### src/rtl/arbitro_display_4d.sv
// Two-requester arbiter for a shared 4-digit 7-segment display.
// A grant is held for at least T_MIN+1 cycles. Ties from idle and handovers
// after the hold are decided round robin, using the last requester granted.
module arbitro_display_4d #(
  parameter int unsigned N_TMR = 24,
  parameter int unsigned T_MIN = 4999999
) (
  input  logic        i_Clk,
  input  logic        i_Rst,
  input  logic        i_Req_A,
  input  logic [15:0] i_Datos_A,
  input  logic        i_Req_B,
  input  logic [15:0] i_Datos_B,
  output logic        o_Gnt_A,
  output logic        o_Gnt_B,
  output logic        o_Ocupado,
  output logic [3:0]  o_Datos1,
  output logic [3:0]  o_Datos2,
  output logic [3:0]  o_Datos3,
  output logic [3:0]  o_Datos4
);

  localparam logic [N_TMR-1:0] TMin = N_TMR'(T_MIN);

  typedef enum logic [1:0] {
    StIdle = 2'd0,
    StGntA = 2'd1,
    StGntB = 2'd2
  } state_e;

  state_e            r_state;
  state_e            w_state_d;
  logic [N_TMR-1:0]  r_tmr;
  logic [N_TMR-1:0]  w_tmr_d;
  logic              r_ult;     // last requester granted: 0 = A, 1 = B
  logic              w_ult_d;
  logic [15:0]       r_datos;
  logic [15:0]       w_datos_d;
  logic              r_gnt_a;
  logic              r_gnt_b;
  logic              w_hold;

  assign w_hold = (r_tmr == TMin);

  // Next-state decision: idle arbitration, hold enforcement and handover.
  always_comb begin
    w_state_d = r_state;
    unique case (r_state)
      StIdle: begin
        if (i_Req_A && i_Req_B) begin
          w_state_d = r_ult ? StGntA : StGntB;
        end else if (i_Req_A) begin
          w_state_d = StGntA;
        end else if (i_Req_B) begin
          w_state_d = StGntB;
        end
      end
      StGntA: begin
        if (w_hold) begin
          if (i_Req_B) begin
            w_state_d = StGntB;
          end else if (!i_Req_A) begin
            w_state_d = StIdle;
          end
        end
      end
      StGntB: begin
        if (w_hold) begin
          if (i_Req_A) begin
            w_state_d = StGntA;
          end else if (!i_Req_B) begin
            w_state_d = StIdle;
          end
        end
      end
      default: w_state_d = StIdle;
    endcase
  end

  // Timer, round-robin pointer and display data for the chosen next state.
  always_comb begin
    w_tmr_d   = r_tmr;
    w_ult_d   = r_ult;
    w_datos_d = r_datos;
    if (w_state_d == StGntA) begin
      if (r_state != StGntA) begin
        // Grant edge: new owner's digits appear together with the grant.
        w_tmr_d   = '0;
        w_ult_d   = 1'b0;
        w_datos_d = i_Datos_A;
      end else begin
        if (!w_hold) begin
          w_tmr_d = r_tmr + 1'b1;
        end
        if (i_Req_A) begin
          w_datos_d = i_Datos_A;
        end
      end
    end else if (w_state_d == StGntB) begin
      if (r_state != StGntB) begin
        w_tmr_d   = '0;
        w_ult_d   = 1'b1;
        w_datos_d = i_Datos_B;
      end else begin
        if (!w_hold) begin
          w_tmr_d = r_tmr + 1'b1;
        end
        if (i_Req_B) begin
          w_datos_d = i_Datos_B;
        end
      end
    end else begin
      // Idle: last digits stay on the display.
      w_tmr_d = '0;
    end
  end

  // State registers with synchronous reset; grants registered from next state.
  always_ff @(posedge i_Clk) begin
    if (i_Rst) begin
      r_state <= StIdle;
      r_tmr   <= '0;
      r_ult   <= 1'b1;
      r_datos <= 16'h0000;
      r_gnt_a <= 1'b0;
      r_gnt_b <= 1'b0;
    end else begin
      r_state <= w_state_d;
      r_tmr   <= w_tmr_d;
      r_ult   <= w_ult_d;
      r_datos <= w_datos_d;
      r_gnt_a <= (w_state_d == StGntA);
      r_gnt_b <= (w_state_d == StGntB);
    end
  end

  assign o_Gnt_A   = r_gnt_a;
  assign o_Gnt_B   = r_gnt_b;
  assign o_Ocupado = r_gnt_a | r_gnt_b;
  assign o_Datos1  = r_datos[15:12];
  assign o_Datos2  = r_datos[11:8];
  assign o_Datos3  = r_datos[7:4];
  assign o_Datos4  = r_datos[3:0];

endmodule

### config.mk
export PLATFORM = sky130hd
export DESIGN_NAME = arbitro_display_4d
export DESIGN_NICKNAME = d
export VERILOG_FILES = /design/src/rtl/arbitro_display_4d.sv
export SDC_FILE = /design/constraint.sdc
export NUM_CORES = 1
export LEC_CHECK = 0
export ABC_AREA = 0
export CAP_MARGIN = 20
export CORE_ASPECT_RATIO = 0.8
export CORE_MARGIN = 8
export CORE_UTILIZATION = 53
export CTS_CLUSTER_DIAMETER = 150
export DETAILED_ROUTE_END_ITERATION = 6
export HOLD_SLACK_MARGIN = 0.06
export PLACE_DENSITY = 0.85
export SETUP_SLACK_MARGIN = 0.2
export SYNTH_ARGS = -nofsm -noshare
export SYNTH_HDL_FRONTEND = slang
export SYNTH_SLANG_ARGS = --single-unit
### constraint.sdc
create_clock -name i_Clk -period 8.44 [get_ports i_Clk]
set_input_delay 2.532 -clock i_Clk [delete_from_list [all_inputs] [get_ports i_Clk]]
set_output_delay 2.532 -clock i_Clk [all_outputs]
set_load 0.005 [all_outputs]
# After elaboration in Yosys (flattened, before gate mapping)
# Index checks and enable logic that the tools add are counted.
dict set report op_classes {
  addsub 1
  eq_ne 9
  n_mux 26
  n_bitwise 1
  n_reduce_logical 7
}
# op count
set ops {}
lappend ops {{24-bit two-way mux} 5}
lappend ops {{16-bit two-way mux} 6}
lappend ops {{24-bit by 1-bit adder with 24-bit output, second input constant} 1}
lappend ops {{24-bit by 23-bit equality test with 1-bit output, second input constant} 1}
lappend ops {{2-bit two-way mux} 10}
lappend ops {{2-bit one-hot mux with 3 select lines} 1}
lappend ops {{3-bit AND reduction} 2}
lappend ops {{2-bit by 1-bit equality test with 1-bit output, second input constant} 2}
lappend ops {{2-bit equality test, second input constant} 2}
lappend ops {{1-bit two-way mux} 4}
lappend ops {{2-bit by 1-bit != test with 1-bit output, second input constant} 2}
lappend ops {{2-bit nonzero test} 2}
lappend ops {{3-bit by 2-bit != test with 1-bit output, second input constant} 1}
lappend ops {{3-bit nonzero test} 1}
lappend ops {{2-bit logical NOT} 1}
lappend ops {{2-bit != test, second input constant} 1}
lappend ops {{1-bit logical AND} 1}
lappend ops {{1-bit bitwise OR} 1}
dict set report totals {
  regBits 45
  in_bits 36
  output_inout_bits 19
  elab_cells 50
}

# Longest topological paths before layout
# Gate-level depths: netlist of run 1.
dict set report logic_depth {
  ltp_word 7
  mapped_depth 13
}

# Least setup slack after synthesis of run 1
# Ideal clock, no wire load.
dict set report synth_path {
  kind {input -> register}
  startpoint {input i_Req_A}
  endpoint {register r_datos[10]}
  setup_ps 86
  t_arrival_ps 4420
  t_required_ps 8354
  path_slack_ps 3935
  path_stages 9
  cell_sequence {o21ai_0 -> a21oi_1 -> a311o_1 -> and2_1 -> ha_1 -> a311oi_1 -> clkbuf_1 -> nor2_1 -> a211oi_1}
}
dict set report synth_between {
  elab_chain_cells 7
  word_cells_on_any_way 16
  classes_between {3 x eq/ne; 9 x mux; 4 x reduce/logical}
}
# element line_no
set synth_rtl {}
lappend synth_rtl {{from (decl)} 10} ;# input logic i_Req_A,
lappend synth_rtl {{2-bit two-way mux} 62} ;# end else if (!i_Req_A) begin
lappend synth_rtl {{2-bit two-way mux} 60} ;# if (i_Req_B) begin
lappend synth_rtl {{2-bit two-way mux} 59} ;# if (w_hold) begin
lappend synth_rtl {{2-bit one-hot mux with 3 select lines} 48} ;# unique case (r_state)
lappend synth_rtl {{2-bit by 1-bit equality test with 1-bit output / 2-bit equality test (equally long branches)} {85, 99}}
lappend synth_rtl {{3-bit by 2-bit != test with 1-bit output (no line) (tied with other cells)} -}
lappend synth_rtl {{3-bit AND reduction (no line)} -}
lappend synth_rtl {{to (signal assigned)} 131} ;# r_datos <= w_datos_d;
lappend synth_rtl {{to (decl)} 37} ;# logic [15:0] r_datos;
# Parallel ways exist; a longest one is shown, timed or not.
# A chain may end at the register's enable or synchronous reset.

# Final worst setup path of run 1
dict set report layout_path {
  startpoint {input i_Req_A}
  endpoint {register r_datos[0]}
}
dict set report layout_between {
  elab_chain_cells 7
  word_cells_on_any_way 16
  classes_between {3 x eq/ne; 9 x mux; 4 x reduce/logical}
}
# element line_no
set layout_rtl {}
lappend layout_rtl {{2-bit two-way mux} 62}
lappend layout_rtl {{2-bit two-way mux} 60}
lappend layout_rtl {{2-bit two-way mux} 59}
lappend layout_rtl {{2-bit one-hot mux with 3 select lines *} 48}
lappend layout_rtl {{named net w_state_d[0]} 32} ;# state_e w_state_d;
lappend layout_rtl {{2-bit by 1-bit equality test with 1-bit output / 2-bit equality test (equally long branches)} {85, 99}}
lappend layout_rtl {{3-bit by 2-bit != test with 1-bit output (no line) (tied with other cells)} -}
lappend layout_rtl {{3-bit AND reduction (no line)} -}
# The timed path passes the listed nets; every way through them passes the cells marked *.

==> results of run 1 <==
power by group:
part	total (uW)	internal, uW	switching, uW	leakage [uW]
logic	174	98.1	75.7	0.000557
registers	251	236	14.5	0.000367
clock network	129	58.6	70.3	0.0000385
placed cells by master (no fill, tap or decap), drive strengths merged, types with 3 or more instances in the layout:
cell | Yosys | final
clkdlybuf4s50 | 0 | 54
dfxtp | 45 | 45
nor2 | 24 | 24
nand2 | 19 | 19
mux2i | 19 | 19
a21oi | 17 | 17
a211oi | 17 | 17
o21ai | 12 | 12
nand3 | 10 | 10
nand4 | 7 | 7
clkbuf | 12 | 7
nand2b | 5 | 5
nor3 | 5 | 5
and4 | 5 | 5
or4 | 5 | 5
or3 | 5 | 5
and2 | 4 | 4
xor2 | 4 | 4
nor2b | 3 | 3
xnor2 | 3 | 3
o31ai | 3 | 3
ha | 3 | 3
worst max-delay path: cells and delay by family:
family	cells	cell delay, ns
and+or+nand+nor	3	0.33
adders and majority gates	1	0.49
buffers and inverters	3	0.86
AOI/OAI and AO/OA	4	1.27
layer usage:
layer | global-route usage (%) | vias to the layer above
met4 | 9.35 | 0
li1 | - | 1042
met3 | 3.42 | 19
met5 | 0 | -
met1 | 20.1 | 1003
met2 | 28.2 | 72
kinds of logic (layout without fill, tap and decap cells):
family                   count (synthesis)  count (layout)  share of synthesized area (%)
AO/OA/AOI/OAI                           61              61                           17.9
XOR/XNOR                                 7               7                           2.73
adder cells (fa/ha/maj)                  3               3                           1.67
buffers and inverters                   17              66                           3.68
flip-flops                              45              45                           40.1
multiplexers                            19              19                           8.47
AND/OR/NAND/NOR                        103             103                           25.4
final cells by class:
| cell class | count | share of cell area (%) |
|---|---|---|
| clock buffer | 7 | 2.61 |
| clock inverter | 1 | 0.257 |
| inverter | 2 | 0.257 |
| multi-input combinational | 193 | 43.7 |
| sequential | 45 | 30.8 |
| tap | 57 | 2.44 |
| timing repair buffer | 56 | 19.9 |
sequential cells by signal (all words and copies together), names as in the netlist:
register and flops:
o_Gnt_A 1, r_tmr 24, r_state 2, r_datos 16, o_Gnt_B 1, r_ult 1
worst min path at each step:
| stage | from | end | slack (ns) |
|---|---|---|---|
| after detailed placement | r_tmr[23] | r_tmr[23] | 0.48 |
| after CTS | r_tmr[23] | r_tmr[23] | 0.49 |
| after floorplan | r_tmr[23] | r_tmr[23] | 0.44 |
| after global routing | r_tmr[23] | r_tmr[23] | 0.51 |
| after global placement | r_tmr[23] | r_tmr[23] | 0.47 |
| final | r_tmr[23] | r_tmr[23] | 0.49 |
stage by stage:
step / instance area, um2 / cells / hold slack, ns / total power, uW / util [%]
detailed placement: 2800 / 351 / 0.479 / 418 / 67.8
global route: 2930 / 361 / 0.509 / 580 / 70.9
finish: 2930 / 361 / 0.494 / 553 / 70.9
CTS: 2880 / 359 / 0.492 / 546 / 69.9
global placement: 2800 / 351 / 0.469 / 412 / 67.8
floorplan: 2240 / 255 / 0.442 / 336 / -
==> results_dict.tcl, run 1 <==
set metrics [dict create \
    clk_pin_slew_ns 0.08 \
    crit_path_top_delay_cell "a311oi_4" \
    cts_tree "done" \
    clock-skew-final_ns 0.0115 \
    worstRegToRegCells 11 \
    firstDrtPassIters 5 \
    diodes 0 \
    nFillCells 339 \
    vias_per_cell 5.92 \
    end_kind "flip-flop" \
    overflow 0 \
    gp_congestion 0.791 \
    hold_viol 0 \
    cts_sinks 45 \
    fin_crit_ns 5.31 \
    fin_ws_ns 3.13 \
    track_usage_pct 17.0 \
    layout.nets 342 \
    drt_iter0_drc 146 \
    post_cts_resized 0 \
    cp-endpoint "r_datos[0]" \
    drtAntennaViolNets 0 \
    hold_depth 2 \
    synth_ff_type "dfxtp_1" \
    status "complete, no violations" \
    ys_top_cells_by_count "dfxtp_1 (45), nor2_1 (24), mux2i_1 (19), nand2_1 (19)" \
    multiInputGateArea_um2 1280 \
    drive_above_1_share_pct 5.92 \
    die_w_um 88.8 \
    seq_area_um2 901 \
    met2_wirelength_um 2770 \
    clockBufferDepth 2 \
    max_stage_delay_ns 0.62 \
    r2r_start "r_tmr[0]" \
    ys_seq_area_share_pct 40.1 \
    rsz0062_at_grt "false" \
    top_layer "met4" \
    synthTopCellsByArea "dfxtp_1 (40%), mux2i_1 (8.5%), a211oi_1 (5.7%), nor2_1 (4.0%), a21oi_1 (3.8%)" \
    post_cts_buffers 0 \
    synth-seq-cells 45 \
    pre_cts_ws_ns 2.08 \
    dieArea_um2 6590 \
    ys_warn_count 0 \
    drc_errors 0 \
    critPathMaxFanout 20 \
    rows 21 \
    io_buffers 54 \
    tightest_slew_ns 0.894 \
    p_per_area_nw_per_um2 189 \
    critPathArrivalTime_ns 5.49 \
    wl_met3_um 280 \
    cp-start-kind "input port" \
    grt_max_degree 33 \
    r2r-end "r_datos[0]" \
    root_buffer "clkbuf_8" \
    irDropWorstVdd_mv 0.160 \
    pin_count 55 \
    drt-total-wl_um 5590 \
    syn_area_um2 2240 \
    setup_viol 0 \
    r2r_slack_ns 4.73 \
    cp_cell_sequence "clkdlybuf4s50_1 -> inv_1 -> a211o_1 -> o41a_1 -> nand2_1 -> ha_1 -> nor4b_1 -> a311oi_4 -> buf_8 -> nor2_1 -> a211oi_1" \
    synthesis.nets 294 \
    clock_latency_ns 0.30 \
    async_flop_share_pct 0 \
    antenna_found_initial 0 \
    maxClockFrequency_mhz 188 \
    wl_per_cell_um 15.5 \
    hold_buffers 0 \
    synth.most_common_cell "dfxtp_1" \
    cp-startpoint "i_Req_A" \
    syn_inst 255 \
    syn_avg_cell_area_um2 8.80 \
    syn_to_final_growth_pct 30.3 \
    synth_edf_count 0 \
    cts-htree-levels 2 \
    cts_made_buffers 5 \
    hpwl_um 4010 \
    yosysTopAreaCell "dfxtp_1" \
    hold_path.class "flip-flop to flip-flop" \
    start_util_pct 54.4 \
    timing.setup.tns_ns 0 \
    maxSlewHeadroom_pct 40.2 \
    die_h_um 74.2 \
    dr_total_vias 2136 \
    min_period_over_period_pct 62.9 \
    grt_pass1_wl_um 8800 \
    yosysUniqueCellTypes 49 \
    slew_violations 0 \
    yosysTopAreaCellShare_pct 40.1 \
    path_class "input port to flip-flop" \
    worstPathRequired_ns 8.62 \
    core_area_um2 4130 \
    wl_met1_um 2350 \
    grt_pass1_vias 1939 \
    p_leak_uw 0.000963 \
    max_cap_viol_count 0 \
]
Power figures use the tool's default switching activity.
==> inputs of run 2 (changes only) <==
CORE_UTILIZATION = 49   (was 53)
PLACE_DENSITY = 0.79   (was 0.85)
clock period = 5.4 ns   (was 8.44 ns; I/O delays follow)
==> run 2 against run 1 <==
Compared with the run above: non-clock buffer count is the same; worst hold slack lost 0.019 ns; sequential cell count is the same; highest routed layer unchanged; largest cell class unchanged; cell count grew 0.55%; combinational power grew 46%; critical path depth grew 1; count of clock-buffer cells in the layout is the same; setup slack lost 1.8 ns; core utilization shrank 6.2 points; first-iteration DRC count shrank 42%.
==> results_dict.tcl, run 2 (synthesized netlist as in run 1, its figures left out) <==
set metrics [dict create \
    core_area_um2 4490 \
    p_leak_uw 0.000959 \
    syn_to_final_growth_pct 29.4 \
    slew_violations 0 \
    final_util_pct 64.7 \
    clk_pin_slew_ns 0.08 \
    most-common-layout-cells "clkdlybuf4s50_1 (54), dfxtp_1 (45), nor2_1 (24), nand2_1 (19), mux2i_1 (19)" \
    rsz0062_at_grt "false" \
    hpwl_um 3940 \
    status "complete, no violations" \
    clock-skew-final_ns 0.00385 \
    path_class "input port to flip-flop" \
    cts-htree-levels 2 \
    grt_pass1_wl_um 9140 \
    io_buffers 54 \
    pre_cts_ws_ns 1.00 \
    clock_latency_ns 0.29 \
    drt-total-wl_um 5330 \
    die_w_um 91.7 \
    max_stage_delay_ns 0.49 \
    dieArea_um2 7020 \
    irDropWorstVdd_mv 0.184 \
    min_period_over_period_pct 75.7 \
    critPathMaxFanout 32 \
    die_h_um 76.5 \
    layout.nets 342 \
    p_per_area_nw_per_um2 293 \
    pin_count 55 \
    setup_viol 0 \
    nFillCells 390 \
    drt_iter0_drc 85 \
    post_cts_resized 0 \
    root_buffer "clkbuf_8" \
    critPathArrivalTime_ns 4.28 \
    hold_viol 0 \
    vias_per_cell 5.67 \
    cp-start-kind "input port" \
    end_kind "flip-flop" \
    drive_above_1_share_pct 5.94 \
    fin_ws_ns 1.31 \
    clockBufferDepth 2 \
    gp_congestion 0.831 \
    cts_tree "done" \
    overflow 0 \
    timing.setup.tns_ns 0 \
    cts_sinks 45 \
    largest_register_ffs 24 \
    worstPathRequired_ns 5.59 \
    cts_made_buffers 5 \
    wl_per_cell_um 14.7 \
    max_cap_viol_count 0 \
    post_cts_buffers 0 \
    hold_ws_ns 0.475 \
    antenna_found_initial 0 \
    grt_pass1_vias 1845 \
    maxClockFrequency_mhz 245 \
    hold_buffers 0 \
    dr_total_vias 2060 \
    firstDrtPassIters 4 \
    layout_commonest_cell "clkdlybuf4s50_1" \
    drc_errors 0 \
    largestRegisters "r_tmr x24, r_datos x16, r_state x2" \
    hold_path.class "flip-flop to flip-flop" \
    start_util_pct 50.0 \
    cpMostUsedCell "buf_4" \
    cp_cell_sequence "clkdlybuf4s50_1 -> inv_1 -> a211o_1 -> o41a_1 -> nand2_1 -> ha_1 -> buf_4 -> nor4b_1 -> a311oi_4 -> buf_4 -> nor2_1 -> a211oi_1" \
    crit_path_top_delay_cell "clkdlybuf4s50_1" \
    track_usage_pct 15.5 \
    regMostFlops "r_tmr" \
    drtAntennaViolNets 0 \
    fin_crit_ns 4.09 \
    maxSlewHeadroom_pct 45.9 \
    rows 22 \
    grt_max_degree 33 \
    diodes 0 \
    r2r_slack_ns 1.99 \
    tightest_slew_ns 0.809 \
]
[run 2: changes by cell type in the layout (fill, tap and decap cells not counted)]
| cell | before | now |
|---|---|---|
| clkbuf_1 | 2 | 1 |
| clkinvlp_4 | 1 | 0 |
| buf_4 | 0 | 2 |
| buf_8 | 1 | 0 |
| clkbuf_8 | 5 | 6 |
| buf_16 | 1 | 0 |
[run 2: where the power goes]
| group | total (uW) | switching, uW | leakage (uW) | internal, uW |
|---|---|---|---|---|
| clock network | 207 | 106 | 0.0000443 | 102 |
| registers | 390 | 21.3 | 0.000367 | 369 |
| logic | 254 | 111 | 0.000547 | 143 |
[run 2: path summary, 6_finish.rpt]
kind | startpoint | endpoint | depth (start not counted)
min reg2reg | r_tmr[23] | r_tmr[23] | 2
min | r_tmr[23] | r_tmr[23] | 2
max reg2reg | r_tmr[0] | r_datos[5] | 12
max | i_Req_A | r_datos[5] | 12
[run 2: final cells by class]
type	count	area [um2]	area share [%]
multi-input cells	193	1280	44.0
clock buffers	7	86.3	2.97
repair buffers	56	556	19.1
well taps	60	75.1	2.59
flip-flops and latches	45	901	31.0
inverters	2	7.51	0.259
[run 2: through the flow]
stage               std cells  power (uW)  cell area [um2]
global route              363         898             2900
floorplan                 255         526             2240
CTS                       363         859             2900
detailed placement        356         654             2820
global placement          356         647             2820
finish                    363         851             2900
[run 2: worst max-delay path, delay by kind of cell]
family | cells | cell delay, ns
compound gates | 4 | 0.92
fa+ha+maj | 1 | 0.18
buf+inv | 4 | 1.25
simple gates | 3 | 0.30
[run 2: metal layers]
| layer | share of wire, % | track usage [%] | up-vias |
|---|---|---|---|
| met4 | 0.56 | 3.43 | 0 |
| met2 | 46 | 23.2 | 39 |
| met3 | 4.1 | 3.94 | 4 |
| li1 | - | - | 1043 |
| met5 | 0 | 0 | - |
| met1 | 49 | 21.5 | 974 |
